### config.mk
export PLATFORM = sky130hd
export DESIGN_NAME = cache_axi_arbiter
export DESIGN_NICKNAME = d
export VERILOG_FILES = /design/src/rtl/cache_axi_pkg.sv /design/src/rtl/axi_wr_seq.sv /design/src/rtl/cache_axi_arbiter.sv
export SDC_FILE = /design/constraint.sdc
export NUM_CORES = 1
export LEC_CHECK = 0
export BUFFER_PORTS_ARGS = -buffer_cell sky130_fd_sc_hd__buf_4
export CORE_AREA = 5 5 149 151
export CTS_BUF_LIST = sky130_fd_sc_hd__clkbuf_8 sky130_fd_sc_hd__clkbuf_16
export CTS_CLUSTER_SIZE = 30
export DETAILED_ROUTE_END_ITERATION = 12
export DIE_AREA = 0 0 154 156
export PLACE_DENSITY = 0.61
export SYNTH_ARGS = -nofsm -noshare
export SYNTH_HDL_FRONTEND = slang
export SYNTH_HIERARCHICAL = 1
export SYNTH_SLANG_ARGS = --single-unit
### constraint.sdc
create_clock -name clk -period 4 [get_ports clk]
set_clock_uncertainty 0.05 [all_clocks]
set_input_delay 0.6 -clock clk [delete_from_list [all_inputs] [get_ports clk]]
set_output_delay 0.6 -clock clk [all_outputs]
set_load 0.005 [all_outputs]
### src/rtl/cache_axi_pkg.sv
// cache_axi_pkg: shared encodings for the cache-to-AXI arbiter.
// Provides the one-hot read/write FSM states, the read owner enum,
// the default line offset and the AXI beat-size constants.
package cache_axi_pkg;

    localparam int LINE_OFF_DEF = 6;

    localparam logic [2:0] BYTE = 3'b000;
    localparam logic [2:0] HALF = 3'b001;
    localparam logic [2:0] WORD = 3'b010;

    typedef enum logic [2:0] {
        R_IDLE = 3'b001,
        R_ADDR = 3'b010,
        R_DATA = 3'b100
    } rd_state_t;

    typedef enum logic [3:0] {
        W_IDLE = 4'b0001,
        W_ADDR = 4'b0010,
        W_DATA = 4'b0100,
        W_RESP = 4'b1000
    } wr_state_t;

    typedef enum logic {
        OWN_I = 1'b0,
        OWN_D = 1'b1
    } owner_t;

endpackage

### src/rtl/axi_wr_seq.sv
// axi_wr_seq: sequences one D-cache write-back through the AXI AW, W and B phases.
// Ports: clk/rstn (sync, active-low); D-cache side req/addr/length/size/data/strb in,
// rdy/next/finish out; busy and the latched awaddr feed the read hazard check;
// AXI AW/W/B channel signals toward the slave.
module axi_wr_seq
    import cache_axi_pkg::*;
#(
    parameter int ADDR_W = 32,
    parameter int DATA_W = 32
) (
    input  logic              clk,
    input  logic              rstn,
    input  logic              req,
    input  logic [ADDR_W-1:0] addr,
    input  logic [7:0]        length,
    input  logic [2:0]        size,
    output logic              rdy,
    input  logic [DATA_W-1:0] data,
    input  logic [3:0]        strb,
    output logic              next,
    output logic              finish,
    output logic              busy,
    output logic              awvalid,
    input  logic              awready,
    output logic [ADDR_W-1:0] awaddr,
    output logic [7:0]        awlen,
    output logic [2:0]        awsize,
    output logic              wvalid,
    input  logic              wready,
    output logic [DATA_W-1:0] wdata,
    output logic [3:0]        wstrb,
    output logic              wlast,
    input  logic              bvalid,
    output logic              bready
);

    wr_state_t   state;
    logic [7:0]  beat_cnt;

    always_ff @(posedge clk) begin
        if (!rstn) begin
            state    <= W_IDLE;
            awaddr   <= '0;
            awlen    <= '0;
            awsize   <= '0;
            beat_cnt <= '0;
            finish   <= 1'b0;
        end else begin
            finish <= 1'b0;
            case (state)
                W_IDLE: if (req) begin
                    awaddr   <= addr;
                    awlen    <= length;
                    awsize   <= size;
                    beat_cnt <= length;
                    state    <= W_ADDR;
                end
                W_ADDR: if (awready) state <= W_DATA;
                W_DATA: if (wready) begin
                    beat_cnt <= beat_cnt - 8'd1;
                    if (beat_cnt == 8'd0) state <= W_RESP;
                end
                W_RESP: if (bvalid) begin
                    // finish is registered, so it lands the cycle after the B handshake
                    finish <= 1'b1;
                    state  <= W_IDLE;
                end
                default: state <= W_IDLE;
            endcase
        end
    end

    assign busy    = state != W_IDLE;
    assign awvalid = state == W_ADDR;
    assign rdy     = awvalid & awready;
    assign wvalid  = state == W_DATA;
    assign wlast   = wvalid & (beat_cnt == 8'd0);
    assign next    = wvalid & wready;
    assign wdata   = data;
    assign wstrb   = strb;
    assign bready  = state == W_RESP;

endmodule

### src/rtl/cache_axi_arbiter.sv
// cache_axi_arbiter: shares one AXI3 master port between I-cache reads, D-cache reads
// and D-cache write-backs.
// Ports: clk/rstn (sync, active-low); i_r_* and d_r_* read request/return sets;
// ret_data shared read data; d_w_* write request/beat/finish set; AXI AR, R, AW, W, B.
// Reads are round-robin with one transaction outstanding; writes run in axi_wr_seq
// independently. A D-cache read to the line being written back waits for the write.
module cache_axi_arbiter
    import cache_axi_pkg::*;
#(
    parameter int         ADDR_W   = 32,
    parameter int         DATA_W   = 32,
    parameter int         LINE_OFF = LINE_OFF_DEF,
    parameter logic [3:0] ID_I     = 4'd0,
    parameter logic [3:0] ID_D     = 4'd1
) (
    input  logic              clk,
    input  logic              rstn,
    input  logic              i_r_req,
    input  logic [ADDR_W-1:0] i_r_addr,
    input  logic [7:0]        i_r_length,
    input  logic [2:0]        i_r_size,
    output logic              i_r_rdy,
    output logic              i_ret_valid,
    output logic              i_ret_last,
    input  logic              i_ret_ready,
    input  logic              d_r_req,
    input  logic [ADDR_W-1:0] d_r_addr,
    input  logic [7:0]        d_r_length,
    input  logic [2:0]        d_r_size,
    output logic              d_r_rdy,
    output logic              d_ret_valid,
    output logic              d_ret_last,
    input  logic              d_ret_ready,
    output logic [DATA_W-1:0] ret_data,
    input  logic              d_w_req,
    input  logic [ADDR_W-1:0] d_w_addr,
    input  logic [7:0]        d_w_length,
    input  logic [2:0]        d_w_size,
    output logic              d_w_rdy,
    input  logic [DATA_W-1:0] d_w_data,
    input  logic [3:0]        d_w_strb,
    output logic              d_w_next,
    output logic              d_w_finish,
    output logic              arvalid,
    input  logic              arready,
    output logic [ADDR_W-1:0] araddr,
    output logic [3:0]        arid,
    output logic [7:0]        arlen,
    output logic [2:0]        arsize,
    input  logic              rvalid,
    output logic              rready,
    input  logic [DATA_W-1:0] rdata,
    input  logic [3:0]        rid,
    input  logic              rlast,
    output logic              awvalid,
    input  logic              awready,
    output logic [ADDR_W-1:0] awaddr,
    output logic [7:0]        awlen,
    output logic [2:0]        awsize,
    output logic              wvalid,
    input  logic              wready,
    output logic [DATA_W-1:0] wdata,
    output logic [3:0]        wstrb,
    output logic              wlast,
    input  logic              bvalid,
    output logic              bready
);

    rd_state_t rs;
    owner_t    owner;
    owner_t    rr_last;
    logic      w_busy;
    logic      d_blocked;
    logic      d_elig;
    logic      pick_d;
    logic      in_data;
    logic      rid_unused;

    // rid carries no routing meaning: one read is outstanding, so the owner register decides
    assign rid_unused = ^rid;

    axi_wr_seq #(.ADDR_W(ADDR_W), .DATA_W(DATA_W)) u_wr (
        .clk     (clk),
        .rstn    (rstn),
        .req     (d_w_req),
        .addr    (d_w_addr),
        .length  (d_w_length),
        .size    (d_w_size),
        .rdy     (d_w_rdy),
        .data    (d_w_data),
        .strb    (d_w_strb),
        .next    (d_w_next),
        .finish  (d_w_finish),
        .busy    (w_busy),
        .awvalid (awvalid),
        .awready (awready),
        .awaddr  (awaddr),
        .awlen   (awlen),
        .awsize  (awsize),
        .wvalid  (wvalid),
        .wready  (wready),
        .wdata   (wdata),
        .wstrb   (wstrb),
        .wlast   (wlast),
        .bvalid  (bvalid),
        .bready  (bready)
    );

    assign d_blocked = w_busy && (d_r_addr[ADDR_W-1:LINE_OFF] == awaddr[ADDR_W-1:LINE_OFF]);
    assign d_elig    = d_r_req & ~d_blocked;
    // D wins only if I is absent or I was served last
    assign pick_d    = d_elig & (~i_r_req | (rr_last == OWN_I));

    always_ff @(posedge clk) begin
        if (!rstn) begin
            rs      <= R_IDLE;
            owner   <= OWN_I;
            rr_last <= OWN_D;
            araddr  <= '0;
            arlen   <= '0;
            arsize  <= '0;
        end else begin
            case (rs)
                R_IDLE: if (i_r_req | d_elig) begin
                    owner   <= pick_d ? OWN_D : OWN_I;
                    rr_last <= pick_d ? OWN_D : OWN_I;
                    araddr  <= pick_d ? d_r_addr : i_r_addr;
                    arlen   <= pick_d ? d_r_length : i_r_length;
                    arsize  <= pick_d ? d_r_size : i_r_size;
                    rs      <= R_ADDR;
                end
                R_ADDR: if (arready) rs <= R_DATA;
                R_DATA: if (rvalid && rready && rlast) rs <= R_IDLE;
                default: rs <= R_IDLE;
            endcase
        end
    end

    assign arvalid     = rs == R_ADDR;
    assign arid        = (owner == OWN_D) ? ID_D : ID_I;
    assign i_r_rdy     = arvalid & arready & (owner == OWN_I);
    assign d_r_rdy     = arvalid & arready & (owner == OWN_D);
    assign in_data     = rs == R_DATA;
    assign i_ret_valid = in_data & (owner == OWN_I) & rvalid;
    assign d_ret_valid = in_data & (owner == OWN_D) & rvalid;
    assign i_ret_last  = in_data & (owner == OWN_I) & rlast;
    assign d_ret_last  = in_data & (owner == OWN_D) & rlast;
    assign rready      = in_data & ((owner == OWN_D) ? d_ret_ready : i_ret_ready);
    assign ret_data    = rdata;

endmodule
==> impl_results.md, run 1 <==
- Overall routed net length: between 15000 and 20000 um
- CP required: 4.23 ns
- Antenna-violating nets left: 0
- DR WL/cell: ~18 um
- Total placed cells including tap cells: approximately 1000
- Area grow syn2layout: 33.23%
- Synthesized cell area: 5408 sq um
- CTS tree: done
- Top post-synthesis cells by area: dfxtp_1 (39%), buf_4 (10%), mux2i_1 (8.7%)
- Crit-path max FO: 32
- Startpoint Class: register
- Die area: ~24000 sq um
- Post-route cell area: just over 7000 sq um
- Pre-CTS setup slack: roughly 1.1 ns
- Maximum clock rate: 0.3801 GHz
- Clock Sinks: 104
- Leakage: around 3.1 nW
- Drt initial violations: 181
- Relative slew margins: 27.92%
- Clk buf depth: 2
- IO Pins: just under 400
- Setup tns final: 0 ns
- Pwr dens: slightly above 400 nW/um^2
- Final hold vios: 0
- Yosys top cell by area: dfxtp_1
- Met2 wire length: 9259 um
- WL met3: ~1800 um
- Multi-input gate area: 2544 sq um
- Gr ovfl total: 0
- Num rows: 53
- Post-Syn Instances: 628
- Register bit total from synthesis: 104
- First drt pass iteration count: 4
- Crit. Startpoint: u_wr/state[1]
- Clock root buffer master: clkbuf_16
- PortBufs: 243
- Yosys warns: 6
- GP Congestion: around 0.80
- RSZ-0062 raised after global routing: no
- Die Span X: roughly 150 um
- Hold Crit Start: u_wr/awlen[2]
- Fin nets: roughly 1000
- Min Hold Slack: between 0.4 and 0.5 ns
- Worst setup path class: reg -> reg
- Clock-pin slew on the worst setup and hold paths: 0.07 ns
- Yosys cell types: between 40 and 50
- Top layer in use: met4
- Tot Pwr: slightly below 3 mW
- Layout cell share with drive strength beyond 1: around a third
- Fin cells: about 1100
- Initial core utilization: roughly a quarter
- Post-synth EDFFs: 0
- # DRC: 0
- Seq/Total Area, Yosys: 38.50%
- Worst Hold Class: reg -> reg
- CTS Buf Count: 9
- FFs w/ async S/R, synth: 0%
- Crit end category: register
- Final min period: between 2 and 3 ns
- VDD IR max: between 150 and 200 uV
- DRT met1 WL: about 7200 um
- WP data arrival: between 2 and 3 ns
- Final setup margin: approximately 1.4 ns
- Pin count of the biggest net entering global routing: 83
- CTS H-tree lvls: 3
- Initial antenna violation count: 0
- Die Ht: 156 um
- Vias: around 4800
- Reg area: around 2100 sq um
- Period Utilization, post-route: approximately two thirds
- Hold-fix buffer count after cts: 0
- Drt via density: between 4 and 5
- Final Util: between 30% and 40%
- Worst skew pair latency: 0.35 ns
- Final setup vio count: 0
- Ant. Diodes: 0
- Final Slew Violations: 0
- RR Startpoint: u_wr/state[1]
- First-pass GRT wire length: about 27000 um
- Max-cap viol count: 0
- Fillers: roughly 2200
- Post_cts resized: 0
- Status: finished clean
- Main synth FF type: dfxtp_1
- Avg Cell Area, Syn: approximately 8.6 sq um
- Setup Fix Bufs, Post-CTS: 0
- Dpl hpwl: around 14000 um
- Area after DPL: slightly below 7000 sq um
- Worst Tran Pin Value: roughly 1.1 ns
- Top cell type's share of synthesized area: between 30 and 40%
- GR Util All Layers: about 15%
- Vias in the first global route: around 4700
- Area of the core: 20690 sq um
final cells by class:
| cell class | count | share of cell area, % |
|---|---|---|
| Clock inverter | 7 | 1.563 |
| Inverter | 6 | 0.3821 |
| Timing Repair Buffer | 249 | 25.95 |
| Tap cell | 275 | 4.776 |
| Sequential cell | 104 | 28.90 |
| Multi-Input combinational cell | 409 | 35.31 |
| Clock buffer | 9 | 3.126 |
layer usage:
layer / vias to the layer above / track usage, %
met1: 2163 / 16.13
met3: 26 / 6.463
li1: 2376 / -
met2: 212 / 25.15
met4: 0 / 4.289
met5: - / 0
layout by cell type (no fill, tap or decap), types with 3 or more instances in the layout:
master,n
buf_4,249
nand2_1,104
dfxtp_1,104
a21oi_1,52
o21ai_0,51
mux2i_1,47
a21boi_0,34
xnor2_1,26
a21boi_1,13
nor2_1,12
clkbuf_16,9
nand4_1,8
inv_1,7
and3_1,5
nand3_1,5
nor3_1,5
and2_1,4
nand3b_1,4
conb_1,3
bufinv_16,3
report_power, final:
group | switching, mW | total, mW | internal [mW] | leakage (nW)
registers | 0.0785 | 1.23 | 1.15 | 0.858
logic | 0.331 | 0.688 | 0.357 | 2.12
clock network | 0.403 | 1.01 | 0.608 | 0.164
total | 0.813 | 2.93 | 2.12 | 3.15
registers in the layout, indices dropped and copies added, names as in the netlist, 3 cells and up:
signal / flops
u_wr/beat_cnt: 8
rs: 3
arlen: 8
u_wr/awlen: 8
araddr: 32
u_wr/awsize: 3
u_wr/state: 4
arsize: 3
u_wr/awaddr: 32
synth_stat cells, drive strengths merged, types with 2 or more instances:
cell type / instances
a211o: 2
a21boi: 47
a21oi: 54
and2: 4
and3: 5
buf: 85
clkbuf: 26
dfxtp: 104
ha: 2
inv: 5
mux2i: 47
nand2: 104
nand3: 6
nand3b: 4
nand4: 8
nor2: 13
nor2b: 2
nor3: 5
nor4: 3
nor4b: 2
o211ai: 2
o21a: 2
o21ai: 51
o221a: 2
or3: 2
xnor2: 26
path summary, 6_finish.rpt:
check	slack, ns	cells past startpoint	to
max	1.37	8	arlen[4]
min	0.41	2	u_wr/awlen[2]
max reg2reg	1.37	8	arlen[4]
min reg2reg	0.41	2	u_wr/awlen[2]
cell families (layout without fill, tap and decap cells):
| logic type | Yosys count | after routing | share of synthesized area (%) |
|---|---|---|---|
| other | 1 | 3 | 0.06935 |
| adders and majority gates | 2 | 2 | 0.4627 |
| buffers and inverters | 117 | 271 | 15.11 |
| muxes | 47 | 47 | 8.700 |
| and+or+nand+nor | 161 | 161 | 13.72 |
| xor gates and xnor gates | 26 | 26 | 4.211 |
| DFF | 104 | 104 | 38.50 |
| AOI/OAI and AO/OA | 170 | 170 | 19.23 |
critical path, stage by stage (launching register included):
cell and delay [ns]:
dfxtp_1 0.35, nor3_1 0.30, nand2_1 0.21, nand4_1 0.20, nor4_4 0.10, a21oi_4 0.66
buf_4 0.40, o21ai_0 0.11, a21oi_1 0.15
(Power assumes the default switching activity.)
==> run 2: changes to the inputs <==
Clock period 4 ns to 2.5 ns, I/O delays scaled along.
==> impl_results.md, run 2 (synthesis gave the netlist of run 1 again) <==
- Hold-fix buffer count after cts: 0
- Overall routed net length: about 19000 um
- Leakage: between 3 and 4 nW
- Crit-path slowest cell: or4b_4
- Final min period: between 2 and 2.5 ns
- GR Util All Layers: 15.02%
- Drt initial violations: 184
- Clk buf depth: 2
- Tot Pwr: approximately 4.6 mW
- Family with the most delay on the worst path: simple AND/OR/NAND/NOR gates
- Hold Path End: u_wr/awaddr[9]
- Area grow syn2layout: 36.35%
- Most frequent cells in the layout: buf_4 (263), nand2_1 (104), dfxtp_1 (104), a21oi_1 (52), o21ai_0 (51)
- Final Slew Violations: 0
- # DRC: 0
- IO Pins: slightly below 400
- First-pass GRT wire length: between 20000 and 30000 um
- Vias: just under 5000
- Worst Tran Pin Value: between 0.5 and 0.6 ns
- Worst skew pair latency: roughly 0.35 ns
- Ant. Diodes: 0
- Setup tns final: 0 ns
- RSZ-0062 raised after global routing: no
- Vias in the first global route: slightly below 5000
- R2R cell count: 10
- Worst Hold Class: in -> reg
- Final hold vios: 0
- Area after DPL: around 7000 sq um
- Post-route cell area: between 7000 and 8000 sq um
- Crit end category: primary output
- GP Congestion: just over 0.8
- Maximum single-stage delay on the critical path: roughly 0.63 ns
- Gr ovfl total: 0
- CTS H-tree lvls: 3
- Most frequent CP cell: buf_4
- CP required: about 2.1 ns
- DR WL/cell: roughly 18 um
- Crit-path max FO: 12
- Pin count of the biggest net entering global routing: 48
- Fin nets: approximately 1000
- Initial antenna violation count: 0
- Clock root buffer master: clkbuf_16
- VDD IR max: just under 300 uV
- Worst setup path class: reg -> out
- Dpl hpwl: roughly 15000 um
- Hold Crit Start: d_w_addr[9]
- Die area: ~24000 sq um
- Largest registers: araddr (32), u_wr/awaddr (32)
- WP data arrival: between 1.5 and 2 ns
- Die Ht: roughly 160 um
- Max-cap viol count: 0
- Crit path cell chain: buf_4 > or4b_4 > clkinv_4 > and2_2 > buf_4
- Final setup vio count: 0
- Commonest non-fill, non-tap cell in the layout: buf_4
- RR Startpoint: u_wr/state[2]
- Period Utilization, post-route: 93.76%
- Area of the core: just over 20000 sq um
- Clock-pin slew on the worst setup and hold paths: about 0.07 ns
- Antenna-violating nets left: 0
- WP buf/inv: 3
- Num rows: 53
- PortBufs: between 200 and 250
- Status: finished clean
- Maximum clock rate: 0.4266 GHz
- Clock Sinks: approximately 100
- Layout cell share with drive strength beyond 1: roughly 36%
- Die Span X: approximately 150 um
- Pwr dens: ~620 nW/um^2
- Initial core utilization: 26.14%
- CTS Buf Count: 9
- R2r setup slk: roughly 0.17 ns
- WHS Path Cells: 3
- Startpoint Class: register
- Relative slew margins: about three fifths
- Drt via density: between 4 and 5
- CTS tree: done
- Reg2Reg Capture Point: araddr[20]
- First drt pass iteration count: 4
## run 2: changes by cell type in the layout (fill, tap and decap cells not counted)
cell,before,now
buf_12,0,5
bufinv_16,3,1
and2_1,4,3
clkinv_4,1,2
and2_2,0,1
buf_4,249,263
clkbuf_8,0,1
## run 2: power breakdown
part	leakage [nW]	internal, mW	switching [mW]
registers	0.858	1.84	0.119
logic	2.24	0.632	0.554
clock network	0.147	0.800	0.657
## run 2: tightest hold or removal path, cell delays in order
cell	delay (ns)
buf_4	0.11
nand2_1	0.04
a21boi_1	0.05
## run 2: cell type report
| type | count | area, sq um |
|---|---|---|
| Clock inverter | 6 | 61.31 |
| Timing Repair Buffer | 268 | 2074 |
| Sequential cell | 104 | 2082 |
| Fill cell | 2206 | 13320 |
| Multi-Input combinational cell | 409 | 2545 |
| Inverter | 6 | 27.53 |
| Clock buffer | 10 | 239.0 |
| Tap cell | 275 | 344.1 |
## run 2: timing repair
item,in CTS,in global routing
endpoints found under the hold margin,0,0
resized for setup,0,1
buffers inserted,0,7
setup endpoints to repair,0,31
## run 2: worst max path at each step
stage             startpoint          to  cells past startpoint
4_1_cts        u_wr/state[2]  araddr[11]                      8
6_report       u_wr/state[1]    d_w_next                      5
3_3_place_gp   u_wr/state[2]  araddr[11]                      8
3_5_place_dp   u_wr/state[2]  araddr[11]                      8
5_1_grt        u_wr/state[2]  araddr[25]                     10
2_1_floorplan  u_wr/state[1]     rr_last                      8
## run 2: metal layers
layer	wire, um	GRT usage, %	part of all wire (%)	up-vias
li1	-	-	-	2412
met1	7562	17.57	40	2209
met2	9149	25.17	48	207
met3	1662	5.714	8.8	33
met4	553	5.509	2.9	0
met5	0	0	0	-
## run 2: through the flow
step	util (%)	instances	hold WS [ns]	worst slack, ns
CTS	35.32	1071	0.1984	0.01758
floorplan	-	630	0.3914	0.7098
global route	35.64	1078	0.2111	0.002382
global placement	33.87	1055	0.3917	0.07073
finish	35.64	1078	0.2190	0.1561
detailed placement	33.87	1055	0.3994	0.02955
==> run 3: changes to the inputs <==
Settings changed: CORE_AREA 5 5 149 151 to 2 2 150 152, DIE_AREA 0 0 154 156 to 0 0 152 154, PLACE_DENSITY 0.61 to 0.58.
==> impl_results.md, run 3 (synthesis gave the netlist of run 1 again) <==
- Status: finished clean
- Period Utilization, post-route: approximately 92%
- Setup Fix Bufs, Post-CTS: 0
- Number of cells on the critical path: 4
- Min Hold Slack: 0.2259 ns
- Gr ovfl total: 0
- Crit-path slowest cell: or4b_4
- GP Congestion: ~0.8
- DR WL/cell: 17.11 um
- Final Util: between 30% and 40%
- VDD IR max: approximately 350 uV
- R2R cell count: 9
- Pin count of the biggest net entering global routing: 51
- Layout cell share with drive strength beyond 1: a little over a third
- Hold-fix buffer count after cts: 0
- GR Util All Layers: around 15%
- CTS tree: done
- WP buf/inv: 2
- Clock-pin slew on the worst setup and hold paths: ~0.07 ns
- Drt via density: roughly 4.5
- Post_cts resized: 0
- Clk buf depth: 2
- Dpl hpwl: 14340 um
- Pwr dens: 642.5 nW/um^2
- Num rows: between 50 and 60
- CTS H-tree lvls: 3
- Largest registers: araddr (32), u_wr/awaddr (32)
- Final Slew Violations: 0
- Leakage: roughly 3.2 nW
- WP data arrival: 1.89 ns
- Die Ht: between 150 and 200 um
- Initial antenna violation count: 0
- Pre-CTS setup slack: approximately 0.18 ns
- Relative slew margins: approximately 57%
- Maximum single-stage delay on the critical path: roughly 0.61 ns
- Die Span X: about 150 um
- PortBufs: between 200 and 250
- Worst Tran Pin Value: about 0.64 ns
- Final setup vio count: 0
- Max-cap viol count: 0
- Worst skew pair latency: 0.35 ns
- CP required: ~2.1 ns
- RSZ-0062 raised after global routing: no
- Fin nets: about 1000
- Worst Hold Class: in -> reg
- Setup tns final: 0 ns
- Drt initial violations: about 270
- Vias: roughly 4800
- First-pass GRT wire length: around 28000 um
- Crit path cell chain: or4b_4 > clkinv_4 > and2_1 > buf_4
- Most frequent cells in the layout: buf_4 (248), nand2_1 (104), dfxtp_1 (104), a21oi_1 (52), o21ai_0 (51)
- Clock Sinks: about 100
- Crit end category: primary output
- Ant. Diodes: 0
- Crit-path max FO: 12
- First drt pass iteration count: 4
- Clock root buffer master: clkbuf_16
- Die area: 23410 sq um
- Final min period: between 2 and 2.5 ns
- Final hold vios: 0
- Commonest non-fill, non-tap cell in the layout: buf_4
- Vias in the first global route: 4684
- Initial core utilization: around a quarter
- Worst setup path class: reg -> out
- WHS Path Cells: 2
- CTS Buf Count: 9
- Area grow syn2layout: 35.70%
- # DRC: 0
- Family with the most delay on the worst path: simple AND/OR/NAND/NOR gates
- Overall routed net length: between 15000 and 20000 um
- Final setup margin: 0.1885 ns
- Maximum clock rate: ~0.43 GHz
- Startpoint Class: register
- Area of the core: between 20000 and 25000 sq um
- IO Pins: between 300 and 400
- Antenna-violating nets left: 0
==> run 3: metrics by stage <==
| step | instance area (sq um) | std cells | power (mW) |
|---|---|---|---|
| finish | 7338 | 1070 | 4.715 |
| global route | 7338 | 1070 | 5.004 |
| floorplan | 5415 | 630 | 2.621 |
| CTS | 7338 | 1070 | 4.818 |
| global placement | 7005 | 1054 | 3.171 |
| detailed placement | 7005 | 1054 | 3.183 |
==> run 3: path summary, 6_finish.rpt <==
| path | from | to | slack [ns] |
|---|---|---|---|
| max | u_wr/state[0] | d_w_next | 0.19 |
| min | bvalid | u_wr/finish | 0.23 |
| max reg2reg | u_wr/state[1] | araddr[22] | 0.26 |
| min reg2reg | u_wr/awlen[1] | u_wr/awlen[1] | 0.41 |
==> run 3: power breakdown <==
part | leakage, nW | total [mW] | switching [mW] | internal [mW]
sequential | 0.858 | 1.97 | 0.129 | 1.84
clock | 0.163 | 1.59 | 0.658 | 0.932
combinational | 2.18 | 1.15 | 0.540 | 0.612
total | 3.20 | 4.72 | 1.33 | 3.39
==> run 3: per-layer routing <==
metal | wire length [um] | track usage, % | part of all wire [%] | up-vias
met1 | 7523 | 17.72 | 41 | 2217
met3 | 1472 | 5.327 | 8.0 | 18
li1 | - | - | - | 2402
met5 | 0 | 0 | 0 | -
met2 | 9088 | 26.71 | 50 | 204
met4 | 226 | 3.605 | 1.2 | 0
==> run 3: cell type report <==
type,count,area [sq um]
Multi-Input combinational cell,409,2544
Timing Repair Buffer,255,2002
Fill cell,2282,14350
Clock inverter,5,80.08
Inverter,6,27.53
Sequential cell,104,2082
Tap cell,280,350.3
Clock buffer,11,252.7
==> run 3: worst reg2reg max path: stages (launching register included) <==
cell and delay (ns):
dfxtp_1 0.35, nor3_1 0.29, nand2_1 0.18, nand4_1 0.19, nor4_4 0.07, buf_4 0.16
a21oi_4 0.20, buf_12 0.24, mux2i_1 0.30, a21oi_1 0.10
